--- src/rtl/enemy_pkg.sv ---
// enemy_pkg: shared types and constants for the enemy motion controller.
// Holds the FSM state enum, coordinate type and sprite strip width.
package enemy_pkg;

   typedef enum logic [2:0] {
      SPAWN,
      WALK_R,
      WALK_L,
      DYING,
      DEAD
   } enemy_state_t;

   localparam int SPRITE_ROW_W = 600;
   localparam int COORD_W      = 11;
   localparam int CNT_W        = 16;

   typedef logic [COORD_W-1:0] coord_t;

   // Counter width that never collapses to zero bits.
   function automatic int cw(input int n);
      return (n > 1) ? $clog2(n) : 1;
   endfunction

endpackage

--- src/rtl/enemy_anim_ctr.sv ---
// enemy_anim_ctr: walk-cycle animation for one enemy.
// Divides qualified walk ticks by ANIM_DIV and steps a modulo-NUM_FRAMES frame.
module enemy_anim_ctr
   import enemy_pkg::*;
#(
   parameter int NUM_FRAMES = 4,
   parameter int ANIM_DIV   = 8,
   localparam int FW        = cw(NUM_FRAMES)
)(
   input  logic          clk,
   input  logic          rst,
   input  logic          tick_en,
   input  logic          clear,
   output logic [FW-1:0] frame
);

   localparam int DW = cw(ANIM_DIV);
   localparam logic [DW-1:0] C_DIV_LAST = DW'(ANIM_DIV - 1);
   localparam logic [FW-1:0] C_FRM_LAST = FW'(NUM_FRAMES - 1);

   logic [DW-1:0] r_div;
   logic [FW-1:0] r_frame;

   // Divider wraps every ANIM_DIV ticks and carries into the frame index.
   always_ff @(posedge clk) begin
      if (rst || clear) begin
         r_div   <= '0;
         r_frame <= '0;
      end else if (tick_en) begin
         if (r_div == C_DIV_LAST) begin
            r_div <= '0;
            if (r_frame == C_FRM_LAST) begin
               r_frame <= '0;
            end else begin
               r_frame <= r_frame + 1'b1;
            end
         end else begin
            r_div <= r_div + 1'b1;
         end
      end
   end

   assign frame = r_frame;

endmodule

--- src/rtl/enemy_mover.sv ---
// enemy_mover: per-enemy patrol, hit, death and respawn controller.
// Optional death animation state enabled by macro ENEMY_DEATH_ANIM_EN.
module enemy_mover
   import enemy_pkg::*;
#(
   parameter int SPRITE_W      = 50,
   parameter int SPRITE_H      = 50,
   parameter int SPAWN_X       = 100,
   parameter int Y_POS         = 400,
   parameter int X_MIN         = 0,
   parameter int X_MAX         = 550,
   parameter int SPEED         = 2,
   parameter int NUM_FRAMES    = 4,
   parameter int ANIM_DIV      = 8,
   parameter int RESPAWN_TICKS = 120,
   parameter int DEATH_TICKS   = 30
)(
   input  logic        clk,
   input  logic        rst,
   input  logic        frame_tick,
   input  logic        enable,
   input  logic        hit,
   output logic [10:0] x0,
   output logic [10:0] x1,
   output logic [10:0] y0,
   output logic [10:0] y1,
   output logic [9:0]  sprite_num,
   output logic        visible,
   output logic        alive
);

   localparam int FW = cw(NUM_FRAMES);

   localparam coord_t C_SPRITE_W = coord_t'(SPRITE_W);
   localparam coord_t C_SPRITE_H = coord_t'(SPRITE_H);
   localparam coord_t C_SPAWN_X  = coord_t'(SPAWN_X);
   localparam coord_t C_Y_POS    = coord_t'(Y_POS);
   localparam coord_t C_X_MIN    = coord_t'(X_MIN);
   localparam coord_t C_X_MAX    = coord_t'(X_MAX);
   localparam coord_t C_SPEED    = coord_t'(SPEED);
   localparam coord_t C_L_TURN   = coord_t'(X_MIN + SPEED);
   localparam coord_t C_NF       = coord_t'(NUM_FRAMES);

   localparam logic [CNT_W-1:0] C_RESP_LAST =
      CNT_W'(RESPAWN_TICKS - 1);

`ifdef ENEMY_DEATH_ANIM_EN
   localparam logic [CNT_W-1:0] C_DEATH_LAST =
      CNT_W'(DEATH_TICKS - 1);
   localparam coord_t C_DIE_SN =
      coord_t'(2 * NUM_FRAMES * SPRITE_W);
   localparam enemy_state_t C_HIT_ST = DYING;
`else
   localparam enemy_state_t C_HIT_ST = DEAD;
`endif

   // The whole sprite strip must fit in one ROM row.
   if ((2 * NUM_FRAMES + 1) * SPRITE_W > SPRITE_ROW_W) begin : g_bad_strip
      $error("enemy_mover: sprite strip exceeds ROM row width");
   end

   // Timers must last at least one tick.
   if (RESPAWN_TICKS < 1 || DEATH_TICKS < 1) begin : g_bad_timer
      $error("enemy_mover: timer lengths must be at least 1");
   end

   enemy_state_t     r_state;
   enemy_state_t     w_state_nxt;
   coord_t           r_x0;
   coord_t           w_x0_nxt;
   logic [CNT_W-1:0] r_cnt;
   logic [CNT_W-1:0] w_cnt_nxt;
   logic             r_hit_pend;
   logic             w_hit_pend_nxt;

   logic             w_qtick;
   logic             w_walking;
   logic             w_hit;
   logic             w_anim_clr;
   coord_t           w_x0_inc;
   logic [FW-1:0]    w_frame;
   coord_t           w_frame11;
   coord_t           w_sn;

   assign w_qtick   = frame_tick & enable;
   assign w_walking = (r_state == WALK_R) | (r_state == WALK_L);
   assign w_hit     = r_hit_pend | hit;
   assign w_x0_inc  = r_x0 + C_SPEED;
   assign w_frame11 = coord_t'(w_frame);

   // A hit only stays pending while the enemy is hittable.
   assign w_hit_pend_nxt =
      (w_qtick || !w_walking) ? 1'b0 : (r_hit_pend | hit);

   enemy_anim_ctr #(
      .NUM_FRAMES (NUM_FRAMES),
      .ANIM_DIV   (ANIM_DIV)
   ) u_anim (
      .clk     (clk),
      .rst     (rst),
      .tick_en (w_qtick & w_walking),
      .clear   (w_anim_clr),
      .frame   (w_frame)
   );

   // State, position, timer and pending-hit registers.
   always_ff @(posedge clk) begin
      if (rst) begin
         r_state    <= SPAWN;
         r_x0       <= C_SPAWN_X;
         r_cnt      <= '0;
         r_hit_pend <= 1'b0;
      end else begin
         r_state    <= w_state_nxt;
         r_x0       <= w_x0_nxt;
         r_cnt      <= w_cnt_nxt;
         r_hit_pend <= w_hit_pend_nxt;
      end
   end

   // Per-tick transitions, movement with edge clamping and timers.
   always_comb begin
      w_state_nxt = r_state;
      w_x0_nxt    = r_x0;
      w_cnt_nxt   = r_cnt;
      w_anim_clr  = 1'b0;
      if (w_qtick) begin
         unique case (r_state)
            SPAWN: begin
               w_state_nxt = WALK_R;
            end
            WALK_R: begin
               if (w_hit) begin
                  w_state_nxt = C_HIT_ST;
                  w_cnt_nxt   = '0;
               end else if (w_x0_inc >= C_X_MAX) begin
                  w_x0_nxt    = C_X_MAX;
                  w_state_nxt = WALK_L;
               end else begin
                  w_x0_nxt = w_x0_inc;
               end
            end
            WALK_L: begin
               if (w_hit) begin
                  w_state_nxt = C_HIT_ST;
                  w_cnt_nxt   = '0;
               end else if (r_x0 <= C_L_TURN) begin
                  w_x0_nxt    = C_X_MIN;
                  w_state_nxt = WALK_R;
               end else begin
                  w_x0_nxt = r_x0 - C_SPEED;
               end
            end
`ifdef ENEMY_DEATH_ANIM_EN
            DYING: begin
               if (r_cnt == C_DEATH_LAST) begin
                  w_state_nxt = DEAD;
                  w_cnt_nxt   = '0;
               end else begin
                  w_cnt_nxt = r_cnt + 1'b1;
               end
            end
`endif
            DEAD: begin
               if (r_cnt == C_RESP_LAST) begin
                  w_state_nxt = SPAWN;
                  w_x0_nxt    = C_SPAWN_X;
                  w_cnt_nxt   = '0;
                  w_anim_clr  = 1'b1;
               end else begin
                  w_cnt_nxt = r_cnt + 1'b1;
               end
            end
            default: begin
               w_state_nxt = SPAWN;
            end
         endcase
      end
   end

   // Visibility, hittability and ROM frame offset from registered state.
   always_comb begin
      visible = 1'b0;
      alive   = 1'b0;
      w_sn    = '0;
      unique case (r_state)
         WALK_R: begin
            visible = 1'b1;
            alive   = 1'b1;
            w_sn    = w_frame11 * C_SPRITE_W;
         end
         WALK_L: begin
            visible = 1'b1;
            alive   = 1'b1;
            w_sn    = (C_NF + w_frame11) * C_SPRITE_W;
         end
`ifdef ENEMY_DEATH_ANIM_EN
         DYING: begin
            visible = 1'b1;
            w_sn    = C_DIE_SN;
         end
`endif
         default: begin
            visible = 1'b0;
         end
      endcase
   end

   assign sprite_num = 10'(w_sn);
   assign x0         = r_x0;
   assign x1         = r_x0 + C_SPRITE_W;
   assign y0         = C_Y_POS;
   assign y1         = C_Y_POS + C_SPRITE_H;

endmodule
--- config.mk ---
export PLATFORM = sky130hd
export DESIGN_NAME = enemy_mover
export DESIGN_NICKNAME = d
export VERILOG_FILES = /design/src/rtl/enemy_pkg.sv /design/src/rtl/enemy_anim_ctr.sv /design/src/rtl/enemy_mover.sv
export SDC_FILE = /design/constraint.sdc
export NUM_CORES = 1
export LEC_CHECK = 0
export CAP_MARGIN = 5
export CELL_PAD_IN_SITES_DETAIL_PLACEMENT = 1
export CELL_PAD_IN_SITES_GLOBAL_PLACEMENT = 1
export CORE_ASPECT_RATIO = 0.9
export CORE_UTILIZATION = 40
export CTS_CLUSTER_DIAMETER = 150
export DETAILED_ROUTE_END_ITERATION = 6
export GPL_TIMING_DRIVEN = 0
export PLACE_DENSITY_LB_ADDON = 0.2
export SYNTH_ARGS = -nofsm -noshare
export SYNTH_HDL_FRONTEND = slang
export SYNTH_SLANG_ARGS = --single-unit
--- constraint.sdc ---
create_clock -name clk -period 4.4 [get_ports clk]
set_input_delay 1.32 -clock clk [delete_from_list [all_inputs] [get_ports clk]]
set_output_delay 1.32 -clock clk [all_outputs]
set_load 0.05 [all_outputs]
== Word-level counts from Yosys, hierarchy flattened ==
Cells that the tools add are included.
Storage, ports and cells
  register bits: 36
  input bits: 5
  output and inout bits: 56
  logic and storage cells: 67
Cells by class
  $add $sub $neg: 7
  multiply operators: 2
  $lt $le $gt $ge: 2
  equality and inequality tests: 12
  muxes and demuxes: 22
  bitwise gates (word level): 4
  reduce and logical (&&, ||, !) cells: 12
Operator list (number)
  2-to-1 mux 11 bit: 5
  case mux 11 bit (3 select lines): 1
  2-to-1 mux 16 bit: 2
  case mux 16 bit (2 select lines): 1
  case mux 10 bit (2 select lines): 1
  2-to-1 mux 3 bit: 6
  adder 16 x 1 -> 16 bit, second input constant: 1
  equality test 16 x 7 -> 1 bit, second input constant: 1
  case mux 3 bit (4 select lines): 1
  adder 11 x 2 -> 11 bit, second input constant: 1
  adder 11 x 6 -> 11 bit, second input constant: 1
  greater-or-equal comparator 11 x 10 -> 1 bit, second input constant: 1
  less-or-equal comparator 11 x 2 -> 1 bit, second input constant: 1
  subtractor 11 x 2 -> 11 bit, second input constant: 1
  multiplier 4 x 5 -> 9 bit, second input constant: 1
  multiplier 2 x 5 -> 7 bit, second input constant: 1
  equality test 3 bit, second input constant: 2
  inequality test 2 bit, second input constant: 3
  inequality test 3 x 2 -> 1 bit, second input constant: 2
  AND reduction 5 bit: 1
  adder 3 x 2 -> 4 bit, first input constant: 1
  2-to-1 mux 1 bit: 4
  AND reduction 4 bit: 1
  OR reduction 2 bit: 2
  other kinds (16): 19

== Logic depth before layout (Yosys ltp) ==
Gate-level depths: netlist of the first run.
  depth after elaboration: 5
  mapped depth: 9
  mapped depth without buffers: 8

== Modules after synthesis ==
From an unflattened synthesis of the first run, not the netlist that was laid out.
Second synthesis, totals
  cells, all modules: 348
  area total of the unflattened synthesis: 2793.9 µm²
Modules (own cells, without submodules)
  enemy_mover: instances 1, cells each 325, area each 2541.2 µm², sequential area each 600.6 µm²
  enemy_anim_ctr: instances 1, cells each 23, area each 252.7 µm², sequential area each 100.1 µm²

== Worst setup path before layout of the first run ==
No wires, ideal clock.
  path kind: register to output
  start point: reg r_x0[1], in the netlist x0[1]
  end point: out x1[7]
  arrival: 2.200 ns
  data required time: 3.080 ns
  setup slack: 0.880 ns
  cell stages (with the launch flop): 6
  buffers on the path: 0
  cells stage by stage: dfxtp_1 -> ha_1 -> nand2_1 -> nand2_1 -> nand2_1 -> xnor2_1
On the way
  cells in the longest elaborated chain, start to end: 1
RTL lines
  start, declared: RTL line enemy_mover.sv:69  | coord_t r_x0;
  start signal, assigned: RTL line enemy_mover.sv:115  | r_x0 <= w_x0_nxt;
  adder 11 x 6 -> 11 bit: RTL line enemy_mover.sv:211  | assign x1 = r_x0 + C_SPRITE_W;
  end, declared: RTL line enemy_mover.sv:24  | output logic [10:0] x1,
No other way between the ends.

== Worst setup path after layout of the first run ==
  start point: reg r_x0[2], in the netlist x0[2]
  end point: out x1[9]
Same word-level chain as after synthesis.

==> run_summary.xml, run 1 <==
<?xml version="1.0" encoding="UTF-8"?>
<metrics>
  <group name="synthesis">
    <metric name="asyncSetResetFlopFracSynth" unit="">0</metric>
    <metric name="syn_inst" unit="">345</metric>
    <metric name="synth.avg_cell_area" unit="sq um">7.76</metric>
    <metric name="synth-warning-count" unit="">0</metric>
    <metric name="yosys_register_bits" unit="">35</metric>
    <metric name="synthesis.area" unit="sq um">2680</metric>
    <metric name="synth_enable_flop_cells" unit="">0</metric>
    <metric name="yosysUniqueCellTypes" unit="">62</metric>
    <metric name="synth-main-ff-cell" unit="">sky130_fd_sc_hd__dfxtp_1</metric>
    <metric name="synth_sequential_area_ratio" unit="">0.262</metric>
  </group>
  <group name="grt">
    <metric name="grt_overflow" unit="">0</metric>
    <metric name="grt_antenna_before_repair" unit="">0</metric>
    <metric name="groute.usage.overall" unit="">0.222</metric>
    <metric name="grt_start_max_net_pins" unit="">11</metric>
    <metric name="first_global_vias" unit="">2435</metric>
    <metric name="global_route_wire_length_before_repair" unit="microns">12300</metric>
  </group>
  <group name="cts">
    <metric name="clk_path_buf_depth" unit="">2</metric>
    <metric name="cts_hold_repair.buffers" unit="">0</metric>
    <metric name="clock_pin_transition_on_the_worst_setup_and_hold_timing_paths" unit="ns">0.08</metric>
    <metric name="postCtsSetupRepairBufs" unit="">0</metric>
    <metric name="tritoncts" unit="">yes</metric>
    <metric name="cts-htree-levels" unit="">2</metric>
    <metric name="cts.sink_count" unit="">35</metric>
    <metric name="clock_latency" unit="ns">0.29</metric>
    <metric name="ctsResizeCount" unit="">0</metric>
    <metric name="cts-buffers-inserted" unit="">5</metric>
    <metric name="cts_root_buf" unit="">sky130_fd_sc_hd__clkbuf_8</metric>
  </group>
  <group name="critical_path">
    <metric name="worstPathBufferInverterCount" unit="">1</metric>
    <metric name="ff2ff_setup_slack" unit="ns">1.95</metric>
    <metric name="slowest_stage" unit="">sky130_fd_sc_hd__clkdlybuf4s50_1</metric>
    <metric name="cp_max_fo" unit="">8</metric>
    <metric name="timing.critical_path.max_delay_family" unit="">buffers and inverters</metric>
    <metric name="arrival" unit="ns">2.60</metric>
    <metric name="path_class" unit="">reg2out</metric>
    <metric name="path_cells" unit="">ha_1 -&gt; nand2_1 -&gt; a21oi_1 -&gt; xor2_1 -&gt; clkdlybuf4s50_1</metric>
    <metric name="required_time_of_the_critical_path" unit="ns">3.08</metric>
    <metric name="setup.worst_path.start_class" unit="">register</metric>
    <metric name="endpoint_kind" unit="">output port</metric>
    <metric name="reg_to_reg_startpoint" unit="">x0[2]</metric>
    <metric name="timing.critical_path.slowest_cell_delay" unit="ns">0.82</metric>
    <metric name="worst_setup_path_startpoint" unit="">x0[2]</metric>
  </group>
  <group name="finish">
    <metric name="layout-drive-gt1-share" unit="">0.152</metric>
    <metric name="antenna-diode-count" unit="">0</metric>
    <metric name="nFillCells" unit="">818</metric>
    <metric name="layout.nets" unit="">426</metric>
    <metric name="layout_common_cells" unit="">42 x sky130_fd_sc_hd__nor2_1, 35 x sky130_fd_sc_hd__dfxtp_1, 34 x sky130_fd_sc_hd__clkdlybuf4s50_1</metric>
    <metric name="leading_cell_type_in_the_layout_fill_and_taps_excluded" unit="">sky130_fd_sc_hd__nor2_1</metric>
    <metric name="layout-area-overhead-vs-synth" unit="%">23.0</metric>
  </group>
  <group name="timing">
    <metric name="timing.fmax" unit="GHz">0.255</metric>
    <metric name="hold_violations" unit="">0</metric>
    <metric name="unrepaired_setup_endpoints_after_global_routing" unit="">false</metric>
    <metric name="final.min_clock_period" unit="ns">3.92</metric>
    <metric name="least_margin_pin_slew" unit="ns">0.652</metric>
    <metric name="period_utilization_post_route" unit="">0.890</metric>
    <metric name="setup_tns" unit="ns">0</metric>
    <metric name="timing.slew.headroom" unit="">0.564</metric>
    <metric name="skew" unit="ns">0.0106</metric>
    <metric name="finalSetupViolations" unit="">0</metric>
    <metric name="final_max_slew_viol_count" unit="">0</metric>
  </group>
  <group name="power">
    <metric name="clock_power_share" unit="">0.331</metric>
    <metric name="cellPowerDensity" unit="nW/um^2">206</metric>
    <metric name="vdd_ir_drop_max" unit="mV">0.0940</metric>
    <metric name="power.static_leakage" unit="uW">0.00127</metric>
    <metric name="power.internal" unit="uW">463</metric>
    <metric name="sequentialPowerShare" unit="">0.476</metric>
    <metric name="p_comb_frac" unit="">0.193</metric>
    <metric name="p_total" unit="uW">678</metric>
    <metric name="net_switching_share_of_the_total_power" unit="">0.317</metric>
    <metric name="netSwitchingPower" unit="uW">215</metric>
  </group>
  <group name="floorplanning">
    <metric name="die_w" unit="microns">88.2</metric>
    <metric name="num_rows" unit="">27</metric>
    <metric name="die_span_in_y" unit="microns">79.6</metric>
    <metric name="io_pins" unit="">61</metric>
    <metric name="fp.dieArea" unit="sq um">7020</metric>
    <metric name="floorplan.initialDensity" unit="">0.426</metric>
    <metric name="fp.coreArea" unit="sq um">6280</metric>
  </group>
  <group name="outcome">
    <metric name="outcome" unit="">finished, final reports clean</metric>
  </group>
  <group name="route">
    <metric name="detail_route.first_pass.iterations" unit="">4</metric>
    <metric name="final_antenna_net_count" unit="">0</metric>
    <metric name="detail_route.wl_per_cell" unit="microns">14.8</metric>
    <metric name="dr.first_iter.drc_count" unit="">119</metric>
    <metric name="drt-total-wl" unit="microns">7350</metric>
    <metric name="vias" unit="">2611</metric>
    <metric name="routed_via_density" unit="">5.26</metric>
    <metric name="drc" unit="">0</metric>
  </group>
  <group name="place">
    <metric name="port_buffers" unit="">34</metric>
    <metric name="routabilityCongestion" unit="">0.897</metric>
    <metric name="post-dp-hpwl" unit="microns">5520</metric>
  </group>
  <group name="run">
    <metric name="number_of_max_capacitance_violations_reported" unit="">0</metric>
  </group>
  <group name="hold_path">
    <metric name="worst_hold_startpoint" unit="">r_cnt[1]</metric>
    <metric name="hold_removal_path_class" unit="">reg2reg</metric>
  </group>
</metrics>
## synthesized netlist by cell type, types with 2 or more instances
library cell               instances  share of area
sky130_fd_sc_hd__o21ai_1           4         0.0075
sky130_fd_sc_hd__buf_4            28          0.079
sky130_fd_sc_hd__a21oi_1          23          0.043
sky130_fd_sc_hd__xnor2_1          14          0.046
sky130_fd_sc_hd__and4_1            3         0.0098
sky130_fd_sc_hd__nor2b_1           4         0.0093
sky130_fd_sc_hd__or2_2             3         0.0070
sky130_fd_sc_hd__a211oi_1          2         0.0056
sky130_fd_sc_hd__clkbuf_1          8          0.011
sky130_fd_sc_hd__o21ai_0          12          0.022
sky130_fd_sc_hd__o21bai_1          2         0.0056
sky130_fd_sc_hd__a22oi_1           4          0.011
sky130_fd_sc_hd__o31ai_1           2         0.0056
sky130_fd_sc_hd__dfxtp_1          35           0.26
sky130_fd_sc_hd__xor2_1           13          0.043
sky130_fd_sc_hd__conb_1            2         0.0028
sky130_fd_sc_hd__nand2b_1          6          0.014
sky130_fd_sc_hd__nand4_1          10          0.023
sky130_fd_sc_hd__nand2_1          20          0.028
sky130_fd_sc_hd__nor4_1            4         0.0093
sky130_fd_sc_hd__mux2i_1           5          0.019
sky130_fd_sc_hd__o22ai_1           2         0.0047
sky130_fd_sc_hd__or3_1             3         0.0070
sky130_fd_sc_hd__and2_1            3         0.0070
sky130_fd_sc_hd__nor3_1           11          0.021
sky130_fd_sc_hd__or4_1             5          0.014
sky130_fd_sc_hd__buf_2            11          0.021
sky130_fd_sc_hd__nand3_1          11          0.021
sky130_fd_sc_hd__nor4b_1           2         0.0065
sky130_fd_sc_hd__inv_1            10          0.014
sky130_fd_sc_hd__nor2_1           42          0.059
sky130_fd_sc_hd__ha_1             11          0.051
## power by group through the flow
stage	Combinational, uW	Clock [uW]	Sequential (uW)
final	131	224	323
after global routing	139	238	323
after CTS	130	228	323
after detailed placement	129	0	330
after global placement	128	0	330
after floorplan	109	0	330
## path summary, 6_finish.rpt
kind	cells past startpoint	endpoint
setup / recovery	5	x1[9]
hold / removal	2	r_cnt[1]
hold reg to reg	2	r_cnt[1]
setup reg to reg	7	x0[1]
## registers in the layout, indices dropped and copies added, names as in the netlist
name          cells
x0               10
r_hit_pend        1
u_anim.r_div      3
u_anim.frame      2
r_cnt            16
r_state           3
## cells by family after synthesis
kind of cell | Yosys count | share of synthesized area
flops | 35 | 0.262
mux | 5 | 0.0187
simple gates | 137 | 0.273
fa+ha+maj | 11 | 0.0514
other cells | 2 | 0.00281
buf+inv | 57 | 0.124
xor+xnor | 27 | 0.0884
compound gates | 71 | 0.180
## layout make-up
type	instances	area, sq um	share of cell area
Multi-Input combinational cell	277	1730	0.526
Sequential cell	35	701	0.213
Timing Repair Buffer	34	340	0.103
Buffer	47	295	0.0897
Tap cell	87	109	0.0331
Clock buffer	5	68.8	0.0209
Inverter	10	37.5	0.0114
Clock inverter	1	7.51	0.00228
## metrics by stage
| stage | hold slack, ns | instance area [sq um] | cells | setup slack [ns] | util |
|---|---|---|---|---|---|
| global placement | 0.469 | 3220 | 490 | 0.824 | 0.512 |
| floorplan | 0.453 | 2770 | 369 | 0.880 | - |
| detailed placement | 0.480 | 3220 | 490 | 0.808 | 0.512 |
| finish | 0.495 | 3290 | 496 | 0.484 | 0.524 |
| global route | 0.519 | 3290 | 496 | 0.305 | 0.524 |
| CTS | 0.491 | 3290 | 496 | 0.491 | 0.524 |
## metal layers
layer | part of all wire | vias up | GRT usage
met5 | 0 | - | 0
met4 | 0.0063 | 0 | 0.0435
met3 | 0.044 | 5 | 0.0372
met2 | 0.44 | 66 | 0.342
met1 | 0.51 | 1256 | 0.322
li1 | - | 1284 | -
## worst reg2reg max path: stages (launching register included)
cell and delay (ns):
sky130_fd_sc_hd__dfxtp_1 0.54, sky130_fd_sc_hd__ha_1 0.38, sky130_fd_sc_hd__nand2_1 0.20, sky130_fd_sc_hd__o31a_1 0.33
sky130_fd_sc_hd__a41o_1 0.29, sky130_fd_sc_hd__a31oi_4 0.24, sky130_fd_sc_hd__nand2_2 0.11, sky130_fd_sc_hd__a311oi_2 0.26
Note: power is estimated with default switching activity, not from simulation.
==> run 2, diff against run 1 <==
--- a/config.mk
+++ b/config.mk
@@ -5,11 +5,12 @@
 export SDC_FILE = /design/constraint.sdc
 export NUM_CORES = 1
 export LEC_CHECK = 0
+export ABC_AREA = 1
 export CAP_MARGIN = 5
 export CELL_PAD_IN_SITES_DETAIL_PLACEMENT = 1
 export CELL_PAD_IN_SITES_GLOBAL_PLACEMENT = 1
 export CORE_ASPECT_RATIO = 0.9
-export CORE_UTILIZATION = 40
+export CORE_UTILIZATION = 38
 export CTS_CLUSTER_DIAMETER = 150
 export DETAILED_ROUTE_END_ITERATION = 6
 export GPL_TIMING_DRIVEN = 0
==> run_summary.xml, run 2 <==
<?xml version="1.0" encoding="UTF-8"?>
<metrics>
  <group name="outcome">
    <metric name="outcome" unit="">finished, final reports clean</metric>
  </group>
  <group name="synthesis">
    <metric name="synth_top_cells_by_count" unit="">89 x sky130_fd_sc_hd__nand2_1, 55 x sky130_fd_sc_hd__inv_1, 44 x sky130_fd_sc_hd__nor2_1, 37 x sky130_fd_sc_hd__a21oi_1, 35 x sky130_fd_sc_hd__dfxtp_1</metric>
    <metric name="syn_inst" unit="">421</metric>
    <metric name="yosysUniqueCellTypes" unit="">38</metric>
    <metric name="synth_top_family_by_area" unit="">simple AND/OR/NAND/NOR gates</metric>
    <metric name="synth_xor_area_frac" unit="">0.0383</metric>
    <metric name="synth_sequential_area_ratio" unit="">0.255</metric>
    <metric name="synthesis.area" unit="sq um">2740</metric>
    <metric name="synth-warning-count" unit="">0</metric>
    <metric name="cell_with_the_most_instances_after_synthesis" unit="">sky130_fd_sc_hd__nand2_1</metric>
    <metric name="post_synth_fa_ha_maj_area_fraction" unit="">0.0502</metric>
    <metric name="synth_compound_gate_area_share" unit="">0.153</metric>
    <metric name="synthDominantCellAreaShare" unit="">0.255</metric>
    <metric name="yosys_register_bits" unit="">35</metric>
    <metric name="synth.area.mux_share" unit="">0</metric>
    <metric name="synth-main-ff-cell" unit="">sky130_fd_sc_hd__dfxtp_1</metric>
    <metric name="synthSimpleGateAreaFrac" unit="">0.326</metric>
    <metric name="synth.avg_cell_area" unit="sq um">6.51</metric>
    <metric name="yosysTopAreaCell" unit="">sky130_fd_sc_hd__dfxtp_1</metric>
    <metric name="netlist_top_cells_area" unit="">sky130_fd_sc_hd__dfxtp_1 26%, sky130_fd_sc_hd__nand2_1 12%, sky130_fd_sc_hd__buf_4 8.5%</metric>
    <metric name="asyncSetResetFlopFracSynth" unit="">0</metric>
    <metric name="synth_enable_flop_cells" unit="">0</metric>
  </group>
  <group name="grt">
    <metric name="global_route_wire_length_before_repair" unit="microns">12800</metric>
    <metric name="groute.usage.overall" unit="">0.210</metric>
    <metric name="grt_antenna_before_repair" unit="">0</metric>
    <metric name="grt_overflow" unit="">0</metric>
    <metric name="grt_start_max_net_pins" unit="">11</metric>
    <metric name="first_global_vias" unit="">2751</metric>
  </group>
  <group name="floorplanning">
    <metric name="die_span_in_y" unit="microns">82.6</metric>
    <metric name="num_rows" unit="">28</metric>
    <metric name="fp.coreArea" unit="sq um">6760</metric>
    <metric name="die_w" unit="microns">91.6</metric>
    <metric name="floorplan.initialDensity" unit="">0.406</metric>
    <metric name="fp.dieArea" unit="sq um">7560</metric>
    <metric name="io_pins" unit="">61</metric>
  </group>
  <group name="cts">
    <metric name="cts_root_buf" unit="">sky130_fd_sc_hd__clkbuf_8</metric>
    <metric name="postCtsSetupRepairBufs" unit="">0</metric>
    <metric name="tritoncts" unit="">yes</metric>
    <metric name="clock_pin_transition_on_the_worst_setup_and_hold_timing_paths" unit="ns">0.08</metric>
    <metric name="cts-buffers-inserted" unit="">5</metric>
    <metric name="ctsResizeCount" unit="">0</metric>
    <metric name="clock_latency" unit="ns">0.30</metric>
    <metric name="cts_hold_repair.buffers" unit="">0</metric>
    <metric name="cts.sink_count" unit="">35</metric>
    <metric name="clk_path_buf_depth" unit="">2</metric>
    <metric name="cts-htree-levels" unit="">2</metric>
  </group>
  <group name="critical_path">
    <metric name="worstPathBufferInverterCount" unit="">1</metric>
    <metric name="setup.worst_path.start_class" unit="">register</metric>
    <metric name="crit_path_end" unit="">x1[9]</metric>
    <metric name="worst_setup_path_startpoint" unit="">x0[1]</metric>
    <metric name="timing.critical_path.max_delay_family" unit="">buffers and inverters</metric>
    <metric name="slowest_stage" unit="">sky130_fd_sc_hd__clkdlybuf4s50_1</metric>
    <metric name="required_time_of_the_critical_path" unit="ns">3.08</metric>
    <metric name="endpoint_kind" unit="">output port</metric>
    <metric name="ff2ff_setup_slack" unit="ns">2.16</metric>
    <metric name="timing.critical_path.slowest_cell_delay" unit="ns">0.82</metric>
    <metric name="r2r_cells" unit="">12</metric>
    <metric name="reg_to_reg_startpoint" unit="">x0[1]</metric>
    <metric name="path_cells" unit="">ha_1 -&gt; nand2_1 -&gt; nand2_1 -&gt; nand2_1 -&gt; nor2_1 -&gt; xor2_1 -&gt; clkdlybuf4s50_1</metric>
    <metric name="worstSetupPathDepth" unit="">7</metric>
    <metric name="path_class" unit="">reg2out</metric>
    <metric name="arrival" unit="ns">2.53</metric>
    <metric name="cp_max_fo" unit="">8</metric>
    <metric name="cpMostUsedCell" unit="">sky130_fd_sc_hd__nand2_1</metric>
    <metric name="r2r-end" unit="">r_state[2]</metric>
  </group>
  <group name="place">
    <metric name="routabilityCongestion" unit="">0.841</metric>
    <metric name="place_worst_setup_slack" unit="ns">0.864</metric>
    <metric name="post-dp-hpwl" unit="microns">6130</metric>
    <metric name="port_buffers" unit="">34</metric>
  </group>
  <group name="timing">
    <metric name="least_margin_pin_slew" unit="ns">0.605</metric>
    <metric name="period_utilization_post_route" unit="">0.874</metric>
    <metric name="final_max_slew_viol_count" unit="">0</metric>
    <metric name="hold_violations" unit="">0</metric>
    <metric name="timing.fmax" unit="GHz">0.260</metric>
    <metric name="setup_tns" unit="ns">0</metric>
    <metric name="skew" unit="ns">0.00934</metric>
    <metric name="finalSetupViolations" unit="">0</metric>
    <metric name="postLayoutSetupSlackWorst" unit="ns">0.554</metric>
    <metric name="final.min_clock_period" unit="ns">3.85</metric>
    <metric name="unrepaired_setup_endpoints_after_global_routing" unit="">false</metric>
    <metric name="timing.slew.headroom" unit="">0.593</metric>
    <metric name="hold_ws" unit="ns">0.474</metric>
  </group>
  <group name="power">
    <metric name="p_comb_frac" unit="">0.366</metric>
    <metric name="power.static_leakage" unit="uW">0.00147</metric>
    <metric name="netSwitchingPower" unit="uW">370</metric>
    <metric name="vdd_ir_drop_max" unit="mV">0.138</metric>
    <metric name="net_switching_share_of_the_total_power" unit="">0.407</metric>
    <metric name="cellPowerDensity" unit="nW/um^2">270</metric>
    <metric name="power.internal" unit="uW">538</metric>
    <metric name="p_total" unit="uW">908</metric>
    <metric name="sequentialPowerShare" unit="">0.378</metric>
    <metric name="clock_power_share" unit="">0.256</metric>
  </group>
  <group name="route">
    <metric name="dr.first_iter.drc_count" unit="">72</metric>
    <metric name="detail_route.wl_per_cell" unit="microns">13.4</metric>
    <metric name="final_antenna_net_count" unit="">0</metric>
    <metric name="vias" unit="">2831</metric>
    <metric name="routed_via_density" unit="">4.91</metric>
    <metric name="drt-total-wl" unit="microns">7750</metric>
    <metric name="detail_route.first_pass.iterations" unit="">4</metric>
    <metric name="drc" unit="">0</metric>
  </group>
  <group name="finish">
    <metric name="layout_common_cells" unit="">89 x sky130_fd_sc_hd__nand2_1, 55 x sky130_fd_sc_hd__inv_1, 44 x sky130_fd_sc_hd__nor2_1</metric>
    <metric name="leading_cell_type_in_the_layout_fill_and_taps_excluded" unit="">sky130_fd_sc_hd__nand2_1</metric>
    <metric name="max_flop_register" unit="">r_cnt</metric>
    <metric name="largest_register_ffs" unit="">16</metric>
    <metric name="antenna-diode-count" unit="">0</metric>
    <metric name="layout-area-overhead-vs-synth" unit="%">22.8</metric>
    <metric name="layout-drive-gt1-share" unit="">0.127</metric>
    <metric name="layout.nets" unit="">502</metric>
  </group>
  <group name="hold_path">
    <metric name="hold_removal_path_class" unit="">reg2reg</metric>
  </group>
  <group name="run">
    <metric name="number_of_max_capacitance_violations_reported" unit="">0</metric>
  </group>
</metrics>
## run 2: cell count changes in the layout (fill, tap and decap cells not counted), sizes merged, moves of 5 or more
cell | before | now
mux2i | 5 | 0
nor4 | 5 | 0
nand2 | 21 | 98
buf | 39 | 32
nand2b | 6 | 0
nand3 | 12 | 24
clkbuf | 13 | 8
or4 | 5 | 0
a21oi | 24 | 38
o21ai | 17 | 27
xnor2 | 14 | 0
inv | 10 | 59
## run 2: per-stage QoR
step                      std cells   util  cell area (sq um)
after floorplan                 445      -               2830
after global placement          569  0.486               3290
after detailed placement        569  0.486               3290
after CTS                       577  0.498               3370
after global routing            577  0.498               3370
final                           577  0.498               3370
## run 2: worst register-to-register path, cell delays in order, from the launching register on
cell                      delay [ns]
sky130_fd_sc_hd__dfxtp_1        0.49
sky130_fd_sc_hd__inv_1          0.18
sky130_fd_sc_hd__ha_1           0.40
sky130_fd_sc_hd__nand2_1        0.10
sky130_fd_sc_hd__nand2_1        0.05
sky130_fd_sc_hd__nor2_1         0.12
sky130_fd_sc_hd__nand2_1        0.08
sky130_fd_sc_hd__a21oi_1        0.16
sky130_fd_sc_hd__nand2_1        0.12
sky130_fd_sc_hd__nand2_4        0.13
sky130_fd_sc_hd__nand2_2        0.10
sky130_fd_sc_hd__a21oi_1        0.14
sky130_fd_sc_hd__nor2_1         0.06
## run 2: cell families after synthesis
kind of cell | Yosys count
compound gates | 75
xor+xnor | 12
fa+ha+maj | 11
buf+inv | 93
flops | 35
other cells | 2
simple gates | 193
## run 2: final cells by class
| class | instances | area, sq um |
|---|---|---|
| fillers | 944 | 3390 |
| multi-input cells | 317 | 1660 |
| flip-flops and latches | 35 | 701 |
| repair buffers | 34 | 340 |
| plain buffers | 33 | 248 |
| inverters | 60 | 229 |
| well taps | 90 | 113 |
| clock buffers | 7 | 76.3 |
| clock inverters | 1 | 5.00 |
## run 2: worst min path at each step
stage	endpoint	slack [ns]	cells past startpoint	start
after global placement	u_anim.r_div[1]	0.45	2	u_anim.r_div[1]
after CTS	u_anim.r_div[2]	0.48	2	u_anim.r_div[2]
after global routing	u_anim.r_div[2]	0.50	2	u_anim.r_div[2]
after detailed placement	u_anim.r_div[2]	0.46	2	u_anim.r_div[2]
after floorplan	u_anim.r_div[1]	0.44	2	u_anim.r_div[1]
final	u_anim.r_div[2]	0.47	2	u_anim.r_div[2]
## run 2: power by group through the flow
stage               sequential [uW]  clock, uW  combinational [uW]
finish                          343        232                 332
global route                    346        252                 354
CTS                             343        236                 332
detailed placement              351          0                 330
global placement                350          0                 326
floorplan                       367          0                 235
## run 2: per-layer routing
metal / part of all wire / GRT usage / vias to the layer above
li1: - / - / 1426
met1: 0.48 / 0.281 / 1336
met2: 0.47 / 0.365 / 65
met3: 0.047 / 0.0302 / 4
met4: 0.0050 / 0.0333 / 0
met5: 0 / 0 / -
==> run 3, diff against run 2 <==
--- a/config.mk
+++ b/config.mk
@@ -6,7 +6,6 @@
 export NUM_CORES = 1
 export LEC_CHECK = 0
 export ABC_AREA = 1
-export CAP_MARGIN = 5
 export CELL_PAD_IN_SITES_DETAIL_PLACEMENT = 1
 export CELL_PAD_IN_SITES_GLOBAL_PLACEMENT = 1
 export CORE_ASPECT_RATIO = 0.9
==> results of run 3 <==
Final layout, timing and power as in run 2 (identical DEF).
